**src/rtl/decode_pipe_if.sv**
```systemverilog
// Decode-stage bus: fetch-side inputs, writeback port and D/E register outputs.
// The master drives fetch/writeback; the slave (decode_pipe) drives the E side.
interface decode_pipe_if #(
  parameter int ADDRESS_WIDTH = 32,
  parameter int DATA_WIDTH    = 32
);
  logic                     stall_d;
  logic                     flush_d;
  logic                     valid_f;
  logic [31:0]              instr_f;
  logic [ADDRESS_WIDTH-1:0] pc_f;
  logic [ADDRESS_WIDTH-1:0] pc_plus4_f;
  logic                     reg_write_w;
  logic [4:0]               rd_w;
  logic [DATA_WIDTH-1:0]    result_w;

  logic [16:0]              ctrl_e;
  logic [DATA_WIDTH-1:0]    rd1_e;
  logic [DATA_WIDTH-1:0]    rd2_e;
  logic [DATA_WIDTH-1:0]    imm_val_e;
  logic [ADDRESS_WIDTH-1:0] pc_e;
  logic [ADDRESS_WIDTH-1:0] pc_plus4_e;
  logic [4:0]               rs1_e;
  logic [4:0]               rs2_e;
  logic [4:0]               rd_e;
  logic                     valid_e;
  logic                     illegal_e;

  modport master (
    output stall_d, flush_d, valid_f, instr_f,
    output pc_f, pc_plus4_f,
    output reg_write_w, rd_w, result_w,
    input  ctrl_e, rd1_e, rd2_e, imm_val_e,
    input  pc_e, pc_plus4_e, rs1_e, rs2_e, rd_e,
    input  valid_e, illegal_e
  );

  modport slave (
    input  stall_d, flush_d, valid_f, instr_f,
    input  pc_f, pc_plus4_f,
    input  reg_write_w, rd_w, result_w,
    output ctrl_e, rd1_e, rd2_e, imm_val_e,
    output pc_e, pc_plus4_e, rs1_e, rs2_e, rd_e,
    output valid_e, illegal_e
  );
endinterface

```
**src/rtl/decode_pipe.sv**
```systemverilog
// RV32I/E decode stage: control decode, immediate extend, register file
// with write-through bypass, and the D/E pipeline register.
module control_unit #(
  parameter int REG_COUNT = 32
) (
  input  logic [31:0] instr,
  output logic [16:0] ctrl,
  output logic        illegal
);
  logic [6:0] op;
  logic [2:0] f3;
  logic       rw, mw, jmp, br;
  logic [1:0] res;
  logic [4:0] alu;
  logic       sa, sb, ad;
  logic       legal;
  logic       e_bad;

  assign op = instr[6:0];
  assign f3 = instr[14:12];

  always_comb begin
    rw    = 1'b0;
    res   = 2'b00;
    mw    = 1'b0;
    jmp   = 1'b0;
    br    = 1'b0;
    alu   = 5'd0;
    sa    = 1'b0;
    sb    = 1'b0;
    ad    = 1'b0;
    legal = 1'b1;
    unique case (1'b1)
      (op == 7'h03): begin
        rw  = 1'b1;
        res = 2'b01;
        sb  = 1'b1;
      end
      (op == 7'h13): begin
        rw  = 1'b1;
        sb  = 1'b1;
        alu = {1'b0, (f3 == 3'b101) & instr[30], f3};
      end
      (op == 7'h17): begin
        rw = 1'b1;
        sa = 1'b1;
        sb = 1'b1;
      end
      (op == 7'h23): begin
        mw = 1'b1;
        sb = 1'b1;
      end
      (op == 7'h33): begin
        rw  = 1'b1;
        alu = {1'b0, instr[30], f3};
      end
      (op == 7'h37): begin
        rw  = 1'b1;
        sb  = 1'b1;
        alu = 5'h1f;
      end
      (op == 7'h63): begin
        br  = 1'b1;
        alu = {2'b10, f3};
      end
      (op == 7'h67): begin
        rw  = 1'b1;
        res = 2'b10;
        jmp = 1'b1;
        sb  = 1'b1;
        ad  = 1'b1;
      end
      (op == 7'h6f): begin
        rw  = 1'b1;
        res = 2'b10;
        jmp = 1'b1;
      end
      default: legal = 1'b0;
    endcase
  end

  // RV32E only has x0..x15: any register field with bit 4 set is illegal
  assign e_bad   = (REG_COUNT == 16) &&
                   (instr[19] | instr[24] | instr[11]);
  assign illegal = !legal || e_bad;
  assign ctrl    = {rw, res, mw, jmp, br, alu, sa, sb, ad, f3};
endmodule

module imm_ext (
  input  logic [31:0] instr,
  output logic [31:0] imm
);
  logic [6:0] op;
  logic       s;

  assign op = instr[6:0];
  assign s  = instr[31];

  always_comb begin
    imm = 32'd0;
    unique case (1'b1)
      (op == 7'h03),
      (op == 7'h13),
      (op == 7'h67):
        imm = {{20{s}}, instr[31:20]};
      (op == 7'h23):
        imm = {{20{s}}, instr[31:25], instr[11:7]};
      (op == 7'h63):
        imm = {{19{s}}, s, instr[7], instr[30:25],
               instr[11:8], 1'b0};
      (op == 7'h17),
      (op == 7'h37):
        imm = {instr[31:12], 12'd0};
      (op == 7'h6f):
        imm = {{11{s}}, s, instr[19:12], instr[20],
               instr[30:21], 1'b0};
      default: imm = 32'd0;
    endcase
  end
endmodule

module decode_pipe #(
  parameter int ADDRESS_WIDTH = 32,
  parameter int DATA_WIDTH    = 32,
  parameter int REG_COUNT     = 32
) (
  input logic          clk,
  input logic          rst,
  decode_pipe_if.slave bus
);
  localparam int RIW = $clog2(REG_COUNT);

  typedef struct packed {
    logic [16:0]              ctrl;
    logic [DATA_WIDTH-1:0]    rd1;
    logic [DATA_WIDTH-1:0]    rd2;
    logic [DATA_WIDTH-1:0]    imm;
    logic [ADDRESS_WIDTH-1:0] pc;
    logic [ADDRESS_WIDTH-1:0] pc4;
    logic [4:0]               rs1;
    logic [4:0]               rs2;
    logic [4:0]               rd;
    logic                     valid;
    logic                     illegal;
  } de_t;

  logic [DATA_WIDTH-1:0] regs [REG_COUNT];
  logic [16:0]           ctrl;
  logic                  illegal;
  logic [31:0]           imm32;
  logic [4:0]            rs1, rs2;
  logic [DATA_WIDTH-1:0] rd1, rd2;
  logic                  we, wb_hot;
  de_t                   de_d, de_q;

  control_unit #(.REG_COUNT(REG_COUNT)) u_ctrl (
    .instr   (bus.instr_f),
    .ctrl    (ctrl),
    .illegal (illegal)
  );

  imm_ext u_imm (
    .instr (bus.instr_f),
    .imm   (imm32)
  );

  assign rs1    = bus.instr_f[19:15];
  assign rs2    = bus.instr_f[24:20];
  assign wb_hot = bus.reg_write_w && (bus.rd_w != 5'd0);
  assign we     = wb_hot && (int'(bus.rd_w) < REG_COUNT);

  always_ff @(posedge clk) begin
    if (rst) begin
      for (int k = 0; k < REG_COUNT; k++)
        regs[k] <= '0;
    end else if (we) begin
      regs[bus.rd_w[RIW-1:0]] <= bus.result_w;
    end
  end

  // write-through: a same-cycle writeback wins over the stored value
  always_comb begin
    rd1 = '0;
    if (rs1 != 5'd0) begin
      if (wb_hot && bus.rd_w == rs1)
        rd1 = bus.result_w;
      else if (int'(rs1) < REG_COUNT)
        rd1 = regs[rs1[RIW-1:0]];
    end
  end

  always_comb begin
    rd2 = '0;
    if (rs2 != 5'd0) begin
      if (wb_hot && bus.rd_w == rs2)
        rd2 = bus.result_w;
      else if (int'(rs2) < REG_COUNT)
        rd2 = regs[rs2[RIW-1:0]];
    end
  end

  always_comb begin
    de_d         = '0;
    de_d.ctrl    = ctrl;
    if (!bus.valid_f || illegal) begin
      de_d.ctrl[16]    = 1'b0;
      de_d.ctrl[13:11] = 3'b000;
    end
    de_d.rd1     = rd1;
    de_d.rd2     = rd2;
    de_d.imm     = DATA_WIDTH'($signed(imm32));
    de_d.pc      = bus.pc_f;
    de_d.pc4     = bus.pc_plus4_f;
    de_d.rs1     = rs1;
    de_d.rs2     = rs2;
    de_d.rd      = bus.instr_f[11:7];
    de_d.valid   = bus.valid_f;
    de_d.illegal = bus.valid_f && illegal;
  end

  always_ff @(posedge clk) begin
    if (rst || bus.flush_d)
      de_q <= '0;
    else if (!bus.stall_d)
      de_q <= de_d;
  end

  assign bus.ctrl_e     = de_q.ctrl;
  assign bus.rd1_e      = de_q.rd1;
  assign bus.rd2_e      = de_q.rd2;
  assign bus.imm_val_e  = de_q.imm;
  assign bus.pc_e       = de_q.pc;
  assign bus.pc_plus4_e = de_q.pc4;
  assign bus.rs1_e      = de_q.rs1;
  assign bus.rs2_e      = de_q.rs2;
  assign bus.rd_e       = de_q.rd;
  assign bus.valid_e    = de_q.valid;
  assign bus.illegal_e  = de_q.illegal;
endmodule
```
**src/flat_wrapper.sv**
```systemverilog
// flat-port wrapper written by rule: the top's interface ports become plain ports
module decode_pipe_flat 
#(
  parameter int ADDRESS_WIDTH = 32,
  parameter int DATA_WIDTH    = 32,
  parameter int REG_COUNT     = 32
)
  (clk, rst, bus_stall_d, bus_flush_d, bus_valid_f, bus_instr_f, bus_pc_f, bus_pc_plus4_f, bus_reg_write_w, bus_rd_w, bus_result_w, bus_ctrl_e, bus_rd1_e, bus_rd2_e, bus_imm_val_e, bus_pc_e, bus_pc_plus4_e, bus_rs1_e, bus_rs2_e, bus_rd_e, bus_valid_e, bus_illegal_e);
  decode_pipe_if #(.ADDRESS_WIDTH(ADDRESS_WIDTH), .DATA_WIDTH(DATA_WIDTH)) bus_i ();
  input logic clk;
  input logic rst;
  input wire logic [$bits(bus_i.stall_d)-1:0] bus_stall_d;
  input wire logic [$bits(bus_i.flush_d)-1:0] bus_flush_d;
  input wire logic [$bits(bus_i.valid_f)-1:0] bus_valid_f;
  input wire logic [$bits(bus_i.instr_f)-1:0] bus_instr_f;
  input wire logic [$bits(bus_i.pc_f)-1:0] bus_pc_f;
  input wire logic [$bits(bus_i.pc_plus4_f)-1:0] bus_pc_plus4_f;
  input wire logic [$bits(bus_i.reg_write_w)-1:0] bus_reg_write_w;
  input wire logic [$bits(bus_i.rd_w)-1:0] bus_rd_w;
  input wire logic [$bits(bus_i.result_w)-1:0] bus_result_w;
  output wire logic [$bits(bus_i.ctrl_e)-1:0] bus_ctrl_e;
  output wire logic [$bits(bus_i.rd1_e)-1:0] bus_rd1_e;
  output wire logic [$bits(bus_i.rd2_e)-1:0] bus_rd2_e;
  output wire logic [$bits(bus_i.imm_val_e)-1:0] bus_imm_val_e;
  output wire logic [$bits(bus_i.pc_e)-1:0] bus_pc_e;
  output wire logic [$bits(bus_i.pc_plus4_e)-1:0] bus_pc_plus4_e;
  output wire logic [$bits(bus_i.rs1_e)-1:0] bus_rs1_e;
  output wire logic [$bits(bus_i.rs2_e)-1:0] bus_rs2_e;
  output wire logic [$bits(bus_i.rd_e)-1:0] bus_rd_e;
  output wire logic [$bits(bus_i.valid_e)-1:0] bus_valid_e;
  output wire logic [$bits(bus_i.illegal_e)-1:0] bus_illegal_e;
  assign bus_i.stall_d = bus_stall_d;
  assign bus_i.flush_d = bus_flush_d;
  assign bus_i.valid_f = bus_valid_f;
  assign bus_i.instr_f = bus_instr_f;
  assign bus_i.pc_f = bus_pc_f;
  assign bus_i.pc_plus4_f = bus_pc_plus4_f;
  assign bus_i.reg_write_w = bus_reg_write_w;
  assign bus_i.rd_w = bus_rd_w;
  assign bus_i.result_w = bus_result_w;
  assign bus_ctrl_e = bus_i.ctrl_e;
  assign bus_rd1_e = bus_i.rd1_e;
  assign bus_rd2_e = bus_i.rd2_e;
  assign bus_imm_val_e = bus_i.imm_val_e;
  assign bus_pc_e = bus_i.pc_e;
  assign bus_pc_plus4_e = bus_i.pc_plus4_e;
  assign bus_rs1_e = bus_i.rs1_e;
  assign bus_rs2_e = bus_i.rs2_e;
  assign bus_rd_e = bus_i.rd_e;
  assign bus_valid_e = bus_i.valid_e;
  assign bus_illegal_e = bus_i.illegal_e;
  decode_pipe #(.ADDRESS_WIDTH(ADDRESS_WIDTH), .DATA_WIDTH(DATA_WIDTH), .REG_COUNT(REG_COUNT)) u_core (.clk(clk), .rst(rst), .bus(bus_i));
endmodule
```
**config.mk**
```make
export PLATFORM = sky130hd
export DESIGN_NAME = decode_pipe_flat
export DESIGN_NICKNAME = d
export VERILOG_FILES = /design/src/rtl/decode_pipe_if.sv /design/src/rtl/decode_pipe.sv /design/src/flat_wrapper.sv
export SDC_FILE = /design/constraint.sdc
export NUM_CORES = 2
export LEC_CHECK = 0
export CAP_MARGIN = 20
export CORE_MARGIN = 4
export CORE_UTILIZATION = 28
export DETAILED_ROUTE_END_ITERATION = 16
export MAX_ROUTING_LAYER = met4
export SYNTH_ARGS = -nofsm -noshare
export SYNTH_HDL_FRONTEND = slang
export SYNTH_SLANG_ARGS = --single-unit
```
**constraint.sdc**
```tcl
create_clock -name clk -period 2.3 [get_ports clk]
set_input_delay 0.46 -clock clk [delete_from_list [all_inputs] [get_ports clk]]
set_output_delay 0.46 -clock clk [all_outputs]
set_load 0.01 [all_outputs]
```
After elaboration in Yosys (flattened, before gate mapping)

Memory sizes are Yosys's and may differ from the RTL's.
Cells that the tools add are included.

Bits in registers: 194
Bits in writable memories: 1,024
Input port bits: 139
Output and inout port bits: 194
Word-level logic and storage cells: 68
Memories kept: 1

Equality and inequality tests: 12
Multiplexer cells: 25
Bitwise logic cells: 1
Reduce and logical (&&, ||, !) cells: 18

Memories:

| name        | words | width | read ports | clocked after Yosys merged registers in | write ports | line               | source |
|---|---|---|---|---|---|---|---|
| u_core.regs | 32    | 32    | 2          | 0                                       | 32          | decode_pipe.sv:147 | `logic [DATA_WIDTH-1:0] regs [REG_COUNT];` |

Operators with widths:

| operator                                      | number |
|---|---|
| 2-to-1 mux 32 bit                             | 5 |
| one-hot mux 32 bit (5 select lines)           | 1 |
| OR reduction 32 bit                           | 1 |
| == test 7 x 6 -> 1 bit, second input constant | 3 |
| == test 7 bit, second input constant          | 3 |
| one-hot mux 5 bit (4 select lines)            | 1 |
| 2-to-1 mux 1 bit                              | 15 |
| nonzero test 5 bit                            | 3 |
| == test 7 x 5 -> 1 bit, second input constant | 2 |
| == test 5 bit                                 | 2 |
| OR reduction 9 bit                            | 1 |
| == test 7 x 2 -> 1 bit, second input constant | 1 |
| OR reduction 7 bit                            | 1 |
| OR reduction 6 bit                            | 1 |
| 2-to-1 mux 5 bit                              | 1 |
| logical AND 1 bit                             | 4 |
| one-hot mux 2 bit (2 select lines)            | 1 |
| OR reduction 2 bit                            | 2 |
| == test 3 bit, second input constant          | 1 |
| 2-to-1 mux 3 bit                              | 1 |
| OR reduction 3 bit                            | 1 |
| zero test 1 bit                               | 2 |
| logical OR 1 bit                              | 2 |
| bitwise AND 1 bit                             | 1 |

Logic depth before layout (Yosys ltp)

Depth in word-level cells: 7
Gate-level depth with buffers: 8
Mapped depth without buffers: 5

Modules after synthesis

A second synthesis with hierarchy kept.

Cell total of the unflattened synthesis: 4,111
Area, all modules: 61,510.2 um2

By module, submodules not included:

| module       | instances | cells each | area each (um2) |
|---|---|---|---|
| decode_pipe  | 1         | 3,974      | 60,591.9 |
| imm_ext      | 1         | 79         | 571.8 |
| control_unit | 1         | 58         | 346.6 |

Worst setup path before layout

OpenSTA, ideal clock, no wires.

Path kind: input port to flip-flop
Start point: input port bus_instr_f[22]
End point: register u_core.de_q (netlist bit u_core.bus.rd2_e[11])
Setup time: 0.120 ns
Arrival: 2.333 ns
Slack: -0.153 ns
Stages: 6
Cells stage by stage: buf_2 > buf_2 > clkbuf_1 > mux4_4 > mux4_2 > a211o_1

Longest elaborated chain between the ends: 4
Elaborated cells between the ends (all ways): 6
Those cells by class: 1 x eq/ne; 2 x mux; 2 x reduce/logical; 1 x memory

Ends and longest elaborated chain:

| element                                                                      | line               | source |
|---|---|---|
| start: declaration                                                           | flat_wrapper.sv:15 | `input wire logic [$bits(bus_i.instr_f)-1:0] bus_instr_f;` |
| parallel branches: the longest is 3 deep, another holds memory (32 x 32 bit) | --                 |  |
| 2-to-1 mux 32 bit *                                                          | decode_pipe.sv:194 | `if (rs2 != 5'd0) begin` |
| end signal: assignment                                                       | decode_pipe.sv:223 | `de_q <= '0;` |
| end signal: assignment                                                       | decode_pipe.sv:225 | `de_q <= de_d;` |
| end: declaration                                                             | decode_pipe.sv:154 | `de_t de_d, de_q;` |

Mark *: on every way between the ends.
A chain may end at the register's enable or synchronous reset.

Worst setup path after layout

Start point: input port bus_rd_w[3]
End point: register u_core.de_q (netlist bit u_core.bus.rd1_e[4])

Longest elaborated chain between the ends: 5
Elaborated cells between the ends (all ways): 6
Those cells by class: 1 x eq/ne; 2 x mux; 3 x reduce/logical

Ends and longest elaborated chain:

| element             | line               | source |
|---|---|---|
| start: declaration  | flat_wrapper.sv:19 | `input wire logic [$bits(bus_i.rd_w)-1:0] bus_rd_w;` |
| nonzero test 5 bit  | decode_pipe.sv:169 | `assign wb_hot = bus.reg_write_w && (bus.rd_w != 5'd0);` |
| logical AND 1 bit   | decode_pipe.sv:169 |  |
| logical AND 1 bit * | decode_pipe.sv:185 | `if (wb_hot && bus.rd_w == rs1)` |
| 2-to-1 mux 32 bit * | decode_pipe.sv:185 |  |
| 2-to-1 mux 32 bit * | decode_pipe.sv:184 | `if (rs1 != 5'd0) begin` |

Every way passes the cells marked *; elsewhere a longest branch is shown, timed or not.

==> flow_summary.yaml <==
yosys:
  synthArstFlopShare: 0
  synthDominantCellAreaShare: 0.4995
  ys_ff_latch: 1218
  syn_area_um2: 61560
  avgSynthCellArea_um2: 15.42
  ys_seq_area_frac: 0.5626
  synth.area.top_cells: "edfxtp_1 (50%), mux4_2 (17%), and2_1 (10%), dfxtp_1 (6.3%), mux4_4 (3.6%)"
  synth_flop_cell: "edfxtp_1"
  synthCells: 3993
  yosys_warnings: 0
  ys_types: 59
  synth_edf_count: 1024
  synth_top_area_cell: "edfxtp_1"
sta:
  worst_pin_slew_ps: 769.5
  hold_viol: 0
  tns_ps: -12.53
  period_needed_ps: 2313
  whs_ps: 199.4
  setup_viol: 1
  post-route-period-util: 1.005
  fmax_mhz: 432.4
  rsz0062_at_grt: "false"
  max-slew-margin-rel: 0.4854
  layout_setup_ws_ps: -12.53
  maxSlewViolCount: 0
  finClkSkew_ps: 51.22
detailed_routing:
  drc: 0
  firstDrtPassIters: 6
  via_count: 39830
  routed_wl_um: 214400
  wl_per_cell_um: 28.32
  ant_nets: 0
  avgViaCountPerCell: 5.260
  drt-initial-drc-count: 4682
die:
  core_area_um2: 217800
  die_area_um2: 227400
  pin_count: 333
  die_w_um: 476.9
  start_util: 0.2826
  die_y_um: 476.9
  rows: 171
finish:
  fin_util: 0.3544
  area_growth_pct: 25.38
  drive_gt1_frac: 0.3009
  nets: 4736
  mostFrequentLayoutCell: "edfxtp_1"
  layout_common_cells: "edfxtp_1 (1024), and2_1 (992), mux4_2 (455)"
clocking:
  h-tree-depth: 4
  cts_setup_buffers: 0
  cts_buffers: 138
  clk_latency_ps: 800
  clk_pin_slew_worst_paths_ps: 60
  cts.sinks: 1218
  clockBufferDepth: 3
  cts_tree: "yes"
  cts_root_buf: "clkbuf_16"
pwr:
  p_seq_frac: 0.470
  p_clk_frac: 0.409
  leakage_nw: 27.39
  power.density_nw_per_um2: 708.9
  p_sw_mw: 13.51
  p_int_mw: 41.21
  vdd_drop_max_mv: 0.4629
  p_sw_frac: 0.2468
  p_comb_frac: 0.122
placed_design:
  port-buffer-count: 332
  pre_cts_ws_ps: -1018
  hpwl_um: 145200
  gp_congestion: 0.8657
critical_path:
  end_kind: "register"
  criticalPathCategory: "in2reg"
  cp.arrival_ps: 3030
  crit_path_max_fanout: 32
  required_ps: 3020
  critPathLaunchType: "input pin"
grt:
  grt_pass1_vias: 40890
  grt-busiest-layer: "met2"
  use_met3: 0.03142
  met1_usage: 0.2371
  grt_max_degree: 117
  grt_use_total: 0.1901
  grt_overflow: 0
  met2_usage: 0.3045
  grt_pass1_wl_um: 305800
  antenna_found_initial: 19
status:
  violations: "negative setup slack"
  status: "complete, but fails checks"
flow_run:
  cap_violations: 0
worst_hold_path:
  min_path_type: "in2reg"
==> routing by layer <==
metal	part of all wire	wire, um
met2	0.48	103600
met3	0.076	16400
met5	0	0
met1	0.39	83740
met4	0.050	10730
==> flip-flops by register name, summed over array words and instances (netlist names), 17 cells and up <==
name / cells
u_core.bus.pc_plus4_e: 32
u_core.bus.rd2_e: 32
u_core.bus.ctrl_e: 17
u_core.regs: 1024
u_core.bus.rd1_e: 32
u_core.bus.pc_e: 32
u_core.bus.imm_val_e: 32
==> repair_timing <==
item                                    CTS  global route
endpoints found under the setup margin   61             3
gates resized for setup                  86             3
hold buffers                              0             0
==> synth_stat cells, types with 3 or more instances <==
library cell	n
or3b_2	3
buf_2	46
buf_4	19
nor2_1	147
a22oi_1	152
o21ai_1	10
nand2b_1	4
mux4_4	88
nand3_1	14
and2_1	994
a2bb2oi_1	3
a21oi_1	91
nand2_1	30
clkbuf_8	8
edfxtp_1	1024
inv_1	3
buf_6	32
dfxtp_1	194
or2_2	33
buf_1	23
a211o_1	64
nor3_1	7
nor2b_1	13
o21ai_0	9
a31oi_1	6
mux2i_1	82
nor3_2	3
mux4_2	455
xnor2_1	10
dlymetal6s2s_1	5
clkbuf_1	285
a22o_1	65
nand3b_1	5
mux4_1	31
==> critical path, stage by stage <==
cell             delay, ps
clkdlybuf4s50_1        450
buf_12                 170
or3_4                  410
o31ai_4                260
buf_12                 180
o311ai_4               120
buf_12                 200
a21oi_1                540
a211o_1                170
==> worst paths after layout <==
kind                                                               to                                  start  cells after the start  slack (ps)
worst max-delay path                 u_core.bus.rd1_e[4]$_SDFFE_PP0N_                            bus_rd_w[3]                      9         -10
worst min-delay path            u_core.bus.imm_val_e[23]$_SDFFE_PP0N_                            bus_stall_d                      4         200
worst max register to register      u_core.bus.rd2_e[21]$_SDFFE_PP0N_       u_core.regs[3][21]$_SDFFCE_PN0P_                      3         260
worst min register to register  u_core.bus.imm_val_e[19]$_SDFFE_PP0N_  u_core.bus.imm_val_e[19]$_SDFFE_PP0N_                      2         450
==> power by group through the flow <==
stage                     logic [mW]  clock network, mW  registers, mW
after floorplan                 3.61                  0           25.9
after global placement          6.64                  0           26.1
after detailed placement        6.68                  0           26.1
after CTS                       6.69               22.8           25.7
after global routing            6.94               23.7           25.8
final                           6.65               22.4           25.7
==> cell families (layout without fill, tap and decap cells) <==
family | count (synthesis) | after routing | synth area share
DFF | 1218 | 1218 | 0.5626
muxes | 656 | 656 | 0.2288
xor gates and xnor gates | 10 | 10 | 0.001423
other | 1 | 41 | 0.00006092
AOI/OAI and AO/OA | 412 | 412 | 0.04929
and+or+nand+nor | 1269 | 1269 | 0.1229
buffers and inverters | 427 | 1112 | 0.03494
==> through the flow <==
step	power, mW	area [um2]	instances
finish	54.71	77180	7572
global route	56.39	77180	7572
CTS	55.16	77150	7563
detailed placement	32.82	72500	7311
global placement	32.69	72430	7308
floorplan	29.47	61780	4024
==> area by class of cell <==
class / count / area [um2]
Antenna cell: 9 / 22.52
Timing Repair Buffer: 857 / 9136
Sequential cell: 1218 / 34710
Fill cell: 20540 / 140600
Multi-Input combinational cell: 2379 / 25140
Clock inverter: 69 / 785.8
Clock buffer: 183 / 3806
Inverter: 3 / 11.26
Tap cell: 2854 / 3571
No activity file was read; power rests on OpenSTA's default activity.
